[src/rtl/memory_access_stage.sv]
// Load/store stage: runs one memory operation at a time against a single-port word memory.
// Sub-word stores are handled as read-modify-write because the memory only writes full words.
module memory_access_stage #(
  parameter int ADDRESS_WIDTH = 32
) (
  input  logic                     clock,
  input  logic                     reset,
  input  logic                     operation_valid,
  input  logic                     operation_load,
  input  logic [2:0]               operation_funct3,
  input  logic [ADDRESS_WIDTH-1:0] operation_address,
  input  logic [31:0]              operation_store_data,
  input  logic [4:0]               operation_rd,
  output logic                     busy,
  output logic                     read_enable,
  output logic [31:0]              read_address,
  input  logic [31:0]              read_value,
  output logic                     write_enable,
  output logic [31:0]              write_address,
  output logic [31:0]              write_value,
  output logic                     write_back_enable,
  output logic [4:0]               write_back_register,
  output logic [31:0]              write_back_value,
  output logic                     misaligned,
  output logic                     illegal
);

  typedef enum logic [2:0] {
    IDLE, LOAD_REQ, LOAD_WAIT, RMW_REQ, RMW_WAIT, STORE_WRITE
  } state_t;

  state_t      state_reg, state_next;
  logic [31:0] word_address_reg;
  logic [1:0]  offset_reg;
  logic [15:0] store_half_reg;
  logic [2:0]  funct3_reg;
  logic [4:0]  rd_reg;

  logic [31:0] op_word_address;
  logic        op_illegal, op_misaligned;
  logic [7:0]  load_byte;
  logic [15:0] load_half;
  logic [31:0] load_result, merged_word;

  logic        read_enable_next, write_enable_next, write_back_enable_next;
  logic        misaligned_next, illegal_next;
  logic [31:0] read_address_next, write_address_next, write_value_next, write_back_value_next;
  logic [4:0]  write_back_register_next;

  assign busy            = (state_reg != IDLE);
  assign op_word_address = 32'(operation_address) & ~32'd3;

  // Legality depends on direction: BU/HU exist only as loads.
  always_comb begin
    op_illegal = 1'b0;
    if (operation_load)
      op_illegal = (operation_funct3 == 3'b011) || (operation_funct3[2:1] == 2'b11);
    else
      op_illegal = (operation_funct3[2] == 1'b1) || (operation_funct3[1:0] == 2'b11);
  end

  assign op_misaligned = ((operation_funct3[1:0] == 2'b01) && operation_address[0]) ||
                         ((operation_funct3[1:0] == 2'b10) && (operation_address[1:0] != 2'b00));

  assign load_byte = read_value[{offset_reg, 3'b000} +: 8];
  assign load_half = read_value[{offset_reg[1], 4'b0000} +: 16];

  always_comb begin
    load_result = read_value;
    case (funct3_reg)
      3'b000:  load_result = {{24{load_byte[7]}}, load_byte};
      3'b100:  load_result = {24'd0, load_byte};
      3'b001:  load_result = {{16{load_half[15]}}, load_half};
      3'b101:  load_result = {16'd0, load_half};
      default: load_result = read_value;
    endcase
  end

  // Byte lanes of the RMW word: replace the addressed lane(s), keep the rest.
  for (genvar gi = 0; gi < 4; gi++) begin : g_lane
    logic       lane_hit;
    logic [7:0] store_lane;
    assign lane_hit   = funct3_reg[0] ? (offset_reg[1] == 1'(gi / 2)) : (offset_reg == 2'(gi));
    assign store_lane = funct3_reg[0] ? store_half_reg[8*(gi%2) +: 8] : store_half_reg[7:0];
    assign merged_word[8*gi +: 8] = lane_hit ? store_lane : read_value[8*gi +: 8];
  end

  always_comb begin
    state_next               = state_reg;
    read_enable_next         = 1'b0;
    write_enable_next        = 1'b0;
    write_back_enable_next   = 1'b0;
    misaligned_next          = 1'b0;
    illegal_next             = 1'b0;
    read_address_next        = read_address;
    write_address_next       = write_address;
    write_value_next         = write_value;
    write_back_register_next = write_back_register;
    write_back_value_next    = write_back_value;
    unique case (state_reg)
      IDLE: begin
        if (operation_valid) begin
          if (op_illegal) begin
            illegal_next = 1'b1;
          end else if (op_misaligned) begin
            misaligned_next = 1'b1;
          end else if (operation_load) begin
            state_next        = LOAD_REQ;
            read_enable_next  = 1'b1;
            read_address_next = op_word_address;
          end else if (operation_funct3 == 3'b010) begin
            state_next         = STORE_WRITE;
            write_enable_next  = 1'b1;
            write_address_next = op_word_address;
            write_value_next   = operation_store_data;
          end else begin
            state_next        = RMW_REQ;
            read_enable_next  = 1'b1;
            read_address_next = op_word_address;
          end
        end
      end
      LOAD_REQ:  state_next = LOAD_WAIT;
      LOAD_WAIT: begin
        state_next               = IDLE;
        write_back_enable_next   = (rd_reg != 5'd0);
        write_back_register_next = rd_reg;
        write_back_value_next    = load_result;
      end
      RMW_REQ:   state_next = RMW_WAIT;
      RMW_WAIT: begin
        state_next         = STORE_WRITE;
        write_enable_next  = 1'b1;
        write_address_next = word_address_reg;
        write_value_next   = merged_word;
      end
      STORE_WRITE: state_next = IDLE;
      default:     state_next = IDLE;
    endcase
  end

  always_ff @(posedge clock or posedge reset) begin
    if (reset) begin
      state_reg           <= IDLE;
      word_address_reg    <= 32'd0;
      offset_reg          <= 2'd0;
      store_half_reg      <= 16'd0;
      funct3_reg          <= 3'd0;
      rd_reg              <= 5'd0;
      read_enable         <= 1'b0;
      read_address        <= 32'd0;
      write_enable        <= 1'b0;
      write_address       <= 32'd0;
      write_value         <= 32'd0;
      write_back_enable   <= 1'b0;
      write_back_register <= 5'd0;
      write_back_value    <= 32'd0;
      misaligned          <= 1'b0;
      illegal             <= 1'b0;
    end else begin
      state_reg           <= state_next;
      if (state_reg == IDLE && operation_valid) begin
        word_address_reg <= op_word_address;
        offset_reg       <= operation_address[1:0];
        store_half_reg   <= operation_store_data[15:0];
        funct3_reg       <= operation_funct3;
        rd_reg           <= operation_rd;
      end
      read_enable         <= read_enable_next;
      read_address        <= read_address_next;
      write_enable        <= write_enable_next;
      write_address       <= write_address_next;
      write_value         <= write_value_next;
      write_back_enable   <= write_back_enable_next;
      write_back_register <= write_back_register_next;
      write_back_value    <= write_back_value_next;
      misaligned          <= misaligned_next;
      illegal             <= illegal_next;
    end
  end

endmodule

[config.mk]
export PLATFORM = sky130hd
export DESIGN_NAME = memory_access_stage
export DESIGN_NICKNAME = d
export VERILOG_FILES = /design/src/rtl/memory_access_stage.sv
export SDC_FILE = /design/constraint.sdc
export NUM_CORES = 1
export LEC_CHECK = 0
export ABC_AREA = 1
export BUFFER_PORTS_ARGS = -buffer_cell sky130_fd_sc_hd__buf_2
export CORE_UTILIZATION = 55
export DETAILED_ROUTE_END_ITERATION = 6
export PLACE_DENSITY = 0.83
export SKIP_CTS_REPAIR_TIMING = 1
export SYNTH_ARGS = -nofsm -noshare
export SYNTH_HDL_FRONTEND = slang
export SYNTH_SLANG_ARGS = --single-unit
[constraint.sdc]
create_clock -name clock -period 10.6 [get_ports clock]
set_clock_uncertainty 0.1 [all_clocks]
set_input_delay 0 -clock clock [delete_from_list [all_inputs] [get_ports clock]]
set_output_delay 0 -clock clock [all_outputs]
set_load 0.005 [all_outputs]
# Word-level counts from Yosys, hierarchy flattened
# Cells that the tools add are included.
word_totals:
  output_inout_bits: 139
  reg_bits: 197
  word_cells: 110
classes:
  n_reduce_logical: 16
  n_mux: 51
  shift: 2
  bitwise_logic: 3
  eq_ne: 22
ops:
  columns: ["op", "n"]
  rows:
  - ["32-bit 2-to-1 mux", 12]
  - ["32-bit one-hot mux with 2 select lines", 2]
  - ["32-bit one-hot mux with 4 select lines", 1]
  - ["8-bit 2-to-1 mux", 5]
  - ["32-bit by 6-bit variable part select with 16-bit output", 1]
  - ["32-bit by 6-bit variable part select with 8-bit output", 1]
  - ["1-bit 2-to-1 mux", 24]
  - ["3-bit 2-to-1 mux", 5]
  - ["3-bit by 2-bit equality test with 1-bit output, second input constant", 4]
  - ["2-bit inequality test, second input constant", 6]
  - ["3-bit one-hot mux with 4 select lines", 1]
  - ["2-bit equality test, second input constant", 5]
  - ["3-bit equality test, second input constant", 3]
  - ["3-bit by 1-bit equality test with 1-bit output, second input constant", 2]
  - ["3-bit logical NOT", 2]
  - ["6-bit AND reduction", 1]
  - ["5-bit AND reduction", 1]
  - ["5-bit nonzero test", 1]
  - ["2-bit by 1-bit equality test with 1-bit output, second input constant", 2]
  - ["2-bit nonzero test", 2]
  - ["1-bit logical AND", 3]
  - ["1-bit logical OR", 3]
  - ["1-bit inverter", 3]
  - ["3-bit AND reduction", 1]
  - ["3 further kinds", 3]

# Depth between registers and ports, before layout
# Gate-level depths: netlist of run 1.
logic_depth:
  depth_word: 7
  ltp_mapped: 11

# Least setup slack after synthesis of run 1
# No wires, ideal clock.
synth_path:
  kind: "register to register"
  startpoint: "reg state_reg[0]"
  endpoint: "reg word_address_reg[10]"
  arrival_ns: 1.313
  setup_slack_ns: 9.057
  synth_period_minus_slack_ns: 1.543
  setup_time_ns: 0.130
  required_ns: 10.370
  stages_incl_launch_ff: 9
  path_cell_list: "dfrtp_1 -> nor2_4 -> inv_2 -> nor2_4 -> nand2_2 -> buf_2 -> buf_2 -> nand2_1 -> o21ai_0"
synth_between:
  elab_chain_cells: 2
synth_rtl:
  columns: ["item", "line", "rtl"]
  rows:
  - ["start: declaration", "32", "state_t state_reg, state_next;"]
  - ["start signal: assignment", "161", "state_reg <= state_next;"]
  - ["3-bit logical NOT", "162", "if (state_reg == IDLE && operation_valid) begin"]
  - ["1-bit logical AND", "162", null]
  - ["end signal: assignment", "163", "word_address_reg <= op_word_address;"]
  - ["end: declaration", "33", "logic [31:0] word_address_reg;"]
# No other way between the ends.
# A chain may end at the register's enable or synchronous reset.

# Worst setup path after layout of run 1
layout_path:
  startpoint: "reg funct3_reg[0]"
  endpoint: "reg write_back_value[4]"
layout_between:
  elab_chain_cells: 2
  word_cells_on_any_way: 5
  classes_between: "eq/ne (3); mux (1); reduce/logical (1)"
layout_rtl:
  columns: ["item", "line", "rtl"]
  rows:
  - ["start: declaration", "36", "logic [2:0] funct3_reg;"]
  - ["start signal: assignment", "166", "funct3_reg <= operation_funct3;"]
  - ["3-bit equality test, or another cell as far along", "70", "case (funct3_reg)"]
  - ["32-bit one-hot mux with 4 select lines (*)", "70", null]
  - ["end signal: assignment", "176", "write_back_value <= write_back_value_next;"]
  - ["end: declaration", "23", "output logic [31:0] write_back_value,"]
# Mark *: on every way between the ends. The rest lies on a longest branch, timed or not.

==> results of run 1 <==
## tightest hold or removal path: stages
cell and delay, ps:
buf_2 90, inv_1 80, nand2_1 80, nand3_1 80, nand2_1 60, nand2_1 50
nand2_1 40
## kinds of logic (layout without fill, tap and decap cells)
logic type / count (synthesis) / count (layout) / share of synthesized area
simple gates: 623 / 623 / 0.284
buf+inv: 177 / 498 / 0.0789
compound gates: 210 / 210 / 0.116
flops: 193 / 193 / 0.521
other cells: 1 / 5 / 0.000404
## cell type report
type | instances | area [um^2]
flip-flops and latches | 193 | 4830
fillers | 1114 | 4250
multi-input cells | 837 | 3730
repair buffers | 369 | 2470
clock buffers | 17 | 425
inverters | 97 | 372
well taps | 220 | 275
clock inverters | 15 | 168
diodes | 1 | 2.50
## final timing paths
| check | slack, ps | start | depth (start not counted) | to |
|---|---|---|---|---|
| max in group asynchronous | 8680 | reset | 4 | misaligned$_DFF_PP0_ |
| min in group asynchronous | 170 | reset | 3 | read_address[23]$_DFFE_PP0P_ |
| setup reg to reg | 6980 | funct3_reg[0]$_DFFE_PP0P_ | 7 | write_back_value[4]$_DFFE_PP0P_ |
| hold / removal | -30 | read_value[15] | 7 | write_value[15]$_DFFE_PP0P_ |
| setup / recovery | 6980 | funct3_reg[0]$_DFFE_PP0P_ | 7 | write_back_value[4]$_DFFE_PP0P_ |
| hold reg to reg | 380 | write_back_value[12]$_DFFE_PP0P_ | 2 | write_back_value[12]$_DFFE_PP0P_ |
## layout by cell type, fill, tap and decap left out, drive strengths merged
master	instances
a21oi	87
buf	245
bufinv	1
clkbuf	17
clkinv	4
clkinvlp	2
conb	4
dfrtp	193
diode	1
dlygate4sd3	124
inv	105
nand2	412
nand2b	1
nand3	131
nand4	2
nor2	50
nor3	11
o211ai	7
o21ai	116
or2	16
## per-layer routing
layer	wire length [um]	global-route usage	up-vias
met4	1550	0.138	0
met1	11200	0.400	4590
li1	-	-	4469
met3	2700	0.0750	133
met5	0	0	-
met2	14200	0.493	590
## report_power, final
part           total, mW  internal (mW)  leakage [nW]  switching [mW]
clock              0.650          0.337         0.285           0.314
combinational       1.38          0.557          3.92           0.819
sequential          1.34           1.09          2.36           0.251
total               3.36           1.98          6.56            1.38
## per-stage QoR
step / utilization / area (um^2) / power, mW / cells
detailed placement: 0.632 / 10400 / 2.58 / 1592
global placement: 0.632 / 10400 / 2.52 / 1592
CTS: 0.668 / 11000 / 3.24 / 1624
finish: 0.743 / 12300 / 3.36 / 1749
global route: 0.743 / 12300 / 3.60 / 1748
floorplan: - / 9280 / 2.11 / 1207
## cell usage after synthesis (6+ instances only)
cell | count | area, um^2
nand2_1 | 409 | 1540
nand3_1 | 131 | 656
a21oi_1 | 87 | 435
inv_2 | 6 | 22.5
dfrtp_1 | 193 | 4830
inv_1 | 91 | 342
buf_1 | 9 | 33.8
nor2_1 | 47 | 176
buf_2 | 37 | 185
or2_2 | 16 | 100
o21ai_0 | 86 | 430
clkbuf_1 | 27 | 101
nor3_1 | 9 | 45.0
o21ai_1 | 28 | 140
o211ai_1 | 7 | 52.6
==> impl_metrics.csv, run 1 <==
group,metric,value,unit
final_layout,reg_top3,"write_back_value x32, write_value x32",
route,drc,0,
route,routed_wl,29600,um
critical_path,cp-end-kind,"flop",
logic_synthesis,yosysUniqueCellTypes,28,
sta,finalHoldViolCount,1,
logic_synthesis,syn_area_per_cell,7.70,um^2
worst_hold_path,hold_class,"input pin to flop",
logic_synthesis,ys_async_sr_fraction,1.00,
pwr,p_leak,6.56,nW
status,status,"finished, violations left",
logic_synthesis,synth_cells,1204,
status,violations,"negative hold slack",
flow_run,cap_violations,0,
die,die_area,17400,um^2
clock_tree,htreeDepth,4,
final_layout,syn_to_final_growth,32.4,%
placed_design,port_buffers,242,
logic_synthesis,ys_warn_count,0,
route,avgViaCountPerCell,5.59,
pwr,p_per_area,274,nW/um^2
placed_design,place_congestion,0.896,
placed_design,pre_cts_slack,7410,ps
sta,setup_ws,6980,ps
critical_path,cp_max_fo,29,
logic_synthesis,synth_ff_type,"dfrtp_1",
critical_path,crit_path_max_incr_delay,870,ps
route,first_pass_iters,6,
die,num_io_pins,247,
critical_path,worst-path-buf-inv,2,
critical_path,worstSetupPathType,"flop to flop",
sta,rsz0062_at_grt,"false",
clock_tree,path_clk_slew,70,ps
route,num_vias,9782,
placed_design,hpwl,17800,um
sta,setup_viol,0,
die,start_util,0.561,
logic_synthesis,synth_edf_count,0,
critical_path,cp_slowest_cell,"nor2_1",
pwr,vdd_drop_max,0.000188,V
clock_tree,clk_latency,440,ps
route,detail_route.wl_per_cell,16.9,um
route,ant_nets,0,
critical_path,required,10820,ps
critical_path,crit_chain,"inv_1 -> nand2_1 -> nor2_1 -> nand3_1 -> o211ai_1 -> o21ai_0 -> dlygate4sd3_1",
sta,relSlewSlack,0.290,
sta,period_minus_slack,3620,ps
die,std_cell_rows,47,
sta,worst_pin_slew,1060,ps
grt,antenna_found_initial,1,
clock_tree,cts_sinks,193,
clock_tree,clockRootBuffer,"clkbuf_16",
sta,drv_slew,0,
clock_tree,numCtsBuffers,17,
sta,fin_tns_setup,0,ps
grt,grt_pass1_wl,42000,um
final_layout,drive_above_1_share,0.204,
final_layout,nNetsFinal,1623,
grt,grt-ovfl-total,0,
sta,fin_crit_sh,0.341,
clock_tree,cts_tree,"built",
die,die_h,132,um
logic_synthesis,ys_seq_area_frac,0.521,
sta,clock.fmax,0.277,GHz
logic_synthesis,synth_seq_cells,193,
die,die_w,132,um
grt,grt_pass1_vias,8278,
sta,hold_slack,-30.8,ps
critical_path,cp-start-kind,"flop",
logic_synthesis,syn_area,9270,um^2
die,core,16500,um^2
grt,track_usage,0.308,
grt,grt_max_degree,114,
clock_tree,clockBufferDepth,2,
route,drtIter0Drc,1105,
critical_path,cpLargestDelayFamily,"simple AND/OR/NAND/NOR gates",
critical_path,critPathArrivalTime,3840,ps
Note: power is estimated with default switching activity, not from simulation.
==> run 2, diff against run 1 <==
--- a/config.mk
+++ b/config.mk
@@ -7,9 +7,9 @@
 export LEC_CHECK = 0
 export ABC_AREA = 1
 export BUFFER_PORTS_ARGS = -buffer_cell sky130_fd_sc_hd__buf_2
-export CORE_UTILIZATION = 55
+export CORE_UTILIZATION = 48
 export DETAILED_ROUTE_END_ITERATION = 6
-export PLACE_DENSITY = 0.83
+export PLACE_DENSITY = 0.77
 export SKIP_CTS_REPAIR_TIMING = 1
 export SYNTH_ARGS = -nofsm -noshare
 export SYNTH_HDL_FRONTEND = slang
==> constraint.sdc (replaced) <==
create_clock -name clock -period 3 [get_ports clock]
set_clock_uncertainty 0.1 [all_clocks]
set_input_delay 0 -clock clock [delete_from_list [all_inputs] [get_ports clock]]
set_output_delay 0 -clock clock [all_outputs]
set_load 0.005 [all_outputs]
==> run 2 against run 1 <==
The flow now finishes without violations. Die area up 14%. Total power rose to 3.5 times the previous value. Sequential cell count stayed put. Clock-buffer cell count is the same. Critical path depth did not move. First-iteration DRC count fell by 30%. Maximum frequency increased by 40%. Core utilization down 8.4 points. Worst hold slack improved by 41 ps. Sequential share of layout area fell by 0.44 points. Cell count grew 2.6%. Largest power group unchanged. Highest routed layer unchanged.
==> impl_metrics.csv, run 2 (synthesis results as in run 1) <==
group,metric,value,unit
final_layout,drive_above_1_share,0.210,
final_layout,layout_commonest_cell,"nand2_1",
route,detail_route.wl_per_cell,15.8,um
final_layout,mostFrequentLayoutCells,"nand2_1, buf_2, dfrtp_1",
grt,grt_pass1_wl,41700,um
placed_design,port_buffers,242,
final_layout,syn_to_final_growth,33.9,%
final_layout,seq_area,4830,um^2
critical_path,cp_slowest_cell,"dlygate4sd3_1",
route,first_pass_iters,5,
critical_path,crit_chain,"nand2_1 -> nand2_1 -> a21oi_1 -> a21oi_1 -> dlygate4sd3_1 -> nand2_1 -> nand2_1",
route,drtIter0Drc,769,
critical_path,r2r-start,"offset_reg[0]$_DFFE_PP0P_",
pwr,p_per_area,943,nW/um^2
sta,setup_viol,0,
grt,grt_max_degree,106,
clock_tree,clockRootBuffer,"clkbuf_16",
critical_path,required,3220,ps
die,die_w,141,um
sta,period_minus_slack,2590,ps
sta,hold_slack,10.2,ps
clock_tree,clk_latency,440,ps
sta,rsz0062_at_grt,"false",
critical_path,cp_max_fo,20,
route,ant_nets,0,
route,routed_wl,28400,um
route,drc,0,
clock_tree,numCtsBuffers,17,
final_layout,multi_input_area,3730,um^2
critical_path,crit_path_max_incr_delay,590,ps
sta,drv_slew,0,
critical_path,cp-start-kind,"flop",
pwr,switching_power,4.79,mW
sta,worst_pin_slew,1040,ps
critical_path,critPathArrivalTime,2810,ps
die,die_h,141,um
critical_path,worstSetupPathType,"flop to flop",
critical_path,cp-startpoint,"offset_reg[0]$_DFFE_PP0P_",
grt,track_usage,0.269,
clock_tree,cts_sinks,193,
pwr,internal_power,6.91,mW
die,num_io_pins,247,
pwr,pwr-share-comb,0.411,
grt,antenna_found_initial,0,
worst_hold_path,hp-start,"read_value[15]",
die,core,18800,um^2
critical_path,cp-end-kind,"flop",
sta,fin_tns_setup,0,ps
die,die_area,19900,um^2
die,start_util,0.492,
clock_tree,htreeDepth,4,
pwr,swShare,0.409,
flow_run,cap_violations,0,
grt,grt_pass1_vias,8103,
grt,grt-ovfl-total,0,
clock_tree,path_clk_slew,80,ps
sta,relSlewSlack,0.304,
status,status,"finished clean",
sta,fin_crit_sh,0.863,
pwr,power_frac_seq,0.392,
critical_path,worst-path-buf-inv,1,
clock_tree,clockBufferDepth,2,
route,avgViaCountPerCell,5.18,
route,num_vias,9303,
critical_path,cpMostUsedCell,"nand2_1",
pwr,pwr-share-clk,0.197,
die,std_cell_rows,50,
worst_hold_path,hold_class,"input pin to flop",
final_layout,n_fill_cell,1526,
clock_tree,cts_tree,"built",
pwr,vdd_drop_max,0.000570,V
critical_path,cpLargestDelayFamily,"simple AND/OR/NAND/NOR gates",
final_layout,reg_top3,"write_back_value x32, write_value x32",
sta,finalHoldViolCount,0,
placed_design,place_congestion,0.943,
sta,clock.fmax,0.386,GHz
final_layout,nNetsFinal,1629,
pwr,p_leak,6.61,nW
placed_design,hpwl,18300,um
## run 2: changes by cell type in the layout (fill, tap and decap cells not counted)
| cell | delta |
|---|---|
| buf_12 | +3 |
| clkinvlp_4 | -1 |
| bufinv_16 | -1 |
| inv_12 | +1 |
| dlygate4sd3_1 | -4 |
| buf_4 | +7 |
| inv_8 | -3 |
| clkinv_4 | -1 |
| clkinv_8 | +5 |
## run 2: per-stage QoR
step	power (mW)	cells	instance area [um^2]	util	worst slack, ps
after floorplan	7.44	1207	9290	-	410
after global placement	8.99	1642	10600	0.563	633
after detailed placement	9.16	1642	10600	0.563	613
after CTS	11.5	1674	11200	0.595	575
after global routing	12.6	1794	12400	0.659	280
final	11.7	1795	12400	0.659	411
## run 2: final timing paths
kind	cells past startpoint	slack, ps	end
worst max-delay path	7	410	write_value[18]$_DFFE_PP0P_
worst min-delay path	5	10	write_back_value[15]$_DFFE_PP0P_
worst max register to register	7	410	write_value[18]$_DFFE_PP0P_
worst min register to register	2	390	write_back_value[11]$_DFFE_PP0P_
max in group asynchronous	5	1560	read_address[15]$_DFFE_PP0P_
min in group asynchronous	4	540	read_address[26]$_DFFE_PP0P_
## run 2: per-layer routing
metal | track usage | routed length (um)
met5 | 0 | 0
met4 | 0.0990 | 775
met2 | 0.433 | 13800
met3 | 0.0567 | 2110
met1 | 0.360 | 11700
## run 2: worst register-to-register path, stage by stage, from the launching register on
cell and delay, ps:
dfrtp_1 510, nand2_1 520, nand2_1 310, a21oi_1 210, a21oi_1 90, dlygate4sd3_1 590
nand2_1 80, nand2_1 70
## run 2: area by class of cell
class,count,area share
repair buffers,375,0.205
clock buffers,17,0.0343
flip-flops and latches,193,0.389
well taps,260,0.0262
multi-input cells,837,0.300
diodes,1,0.000202
inverters,97,0.0296
clock inverters,15,0.0152
## run 2: power groups by stage
stage / clock network [mW] / logic, mW / registers [mW]
5_1_grt: 2.45 / 5.45 / 4.71
3_5_place_dp: 0 / 4.58 / 4.58
3_3_place_gp: 0 / 4.44 / 4.55
6_report: 2.31 / 4.82 / 4.58
2_1_floorplan: 0 / 2.91 / 4.53
4_1_cts: 2.34 / 4.59 / 4.55
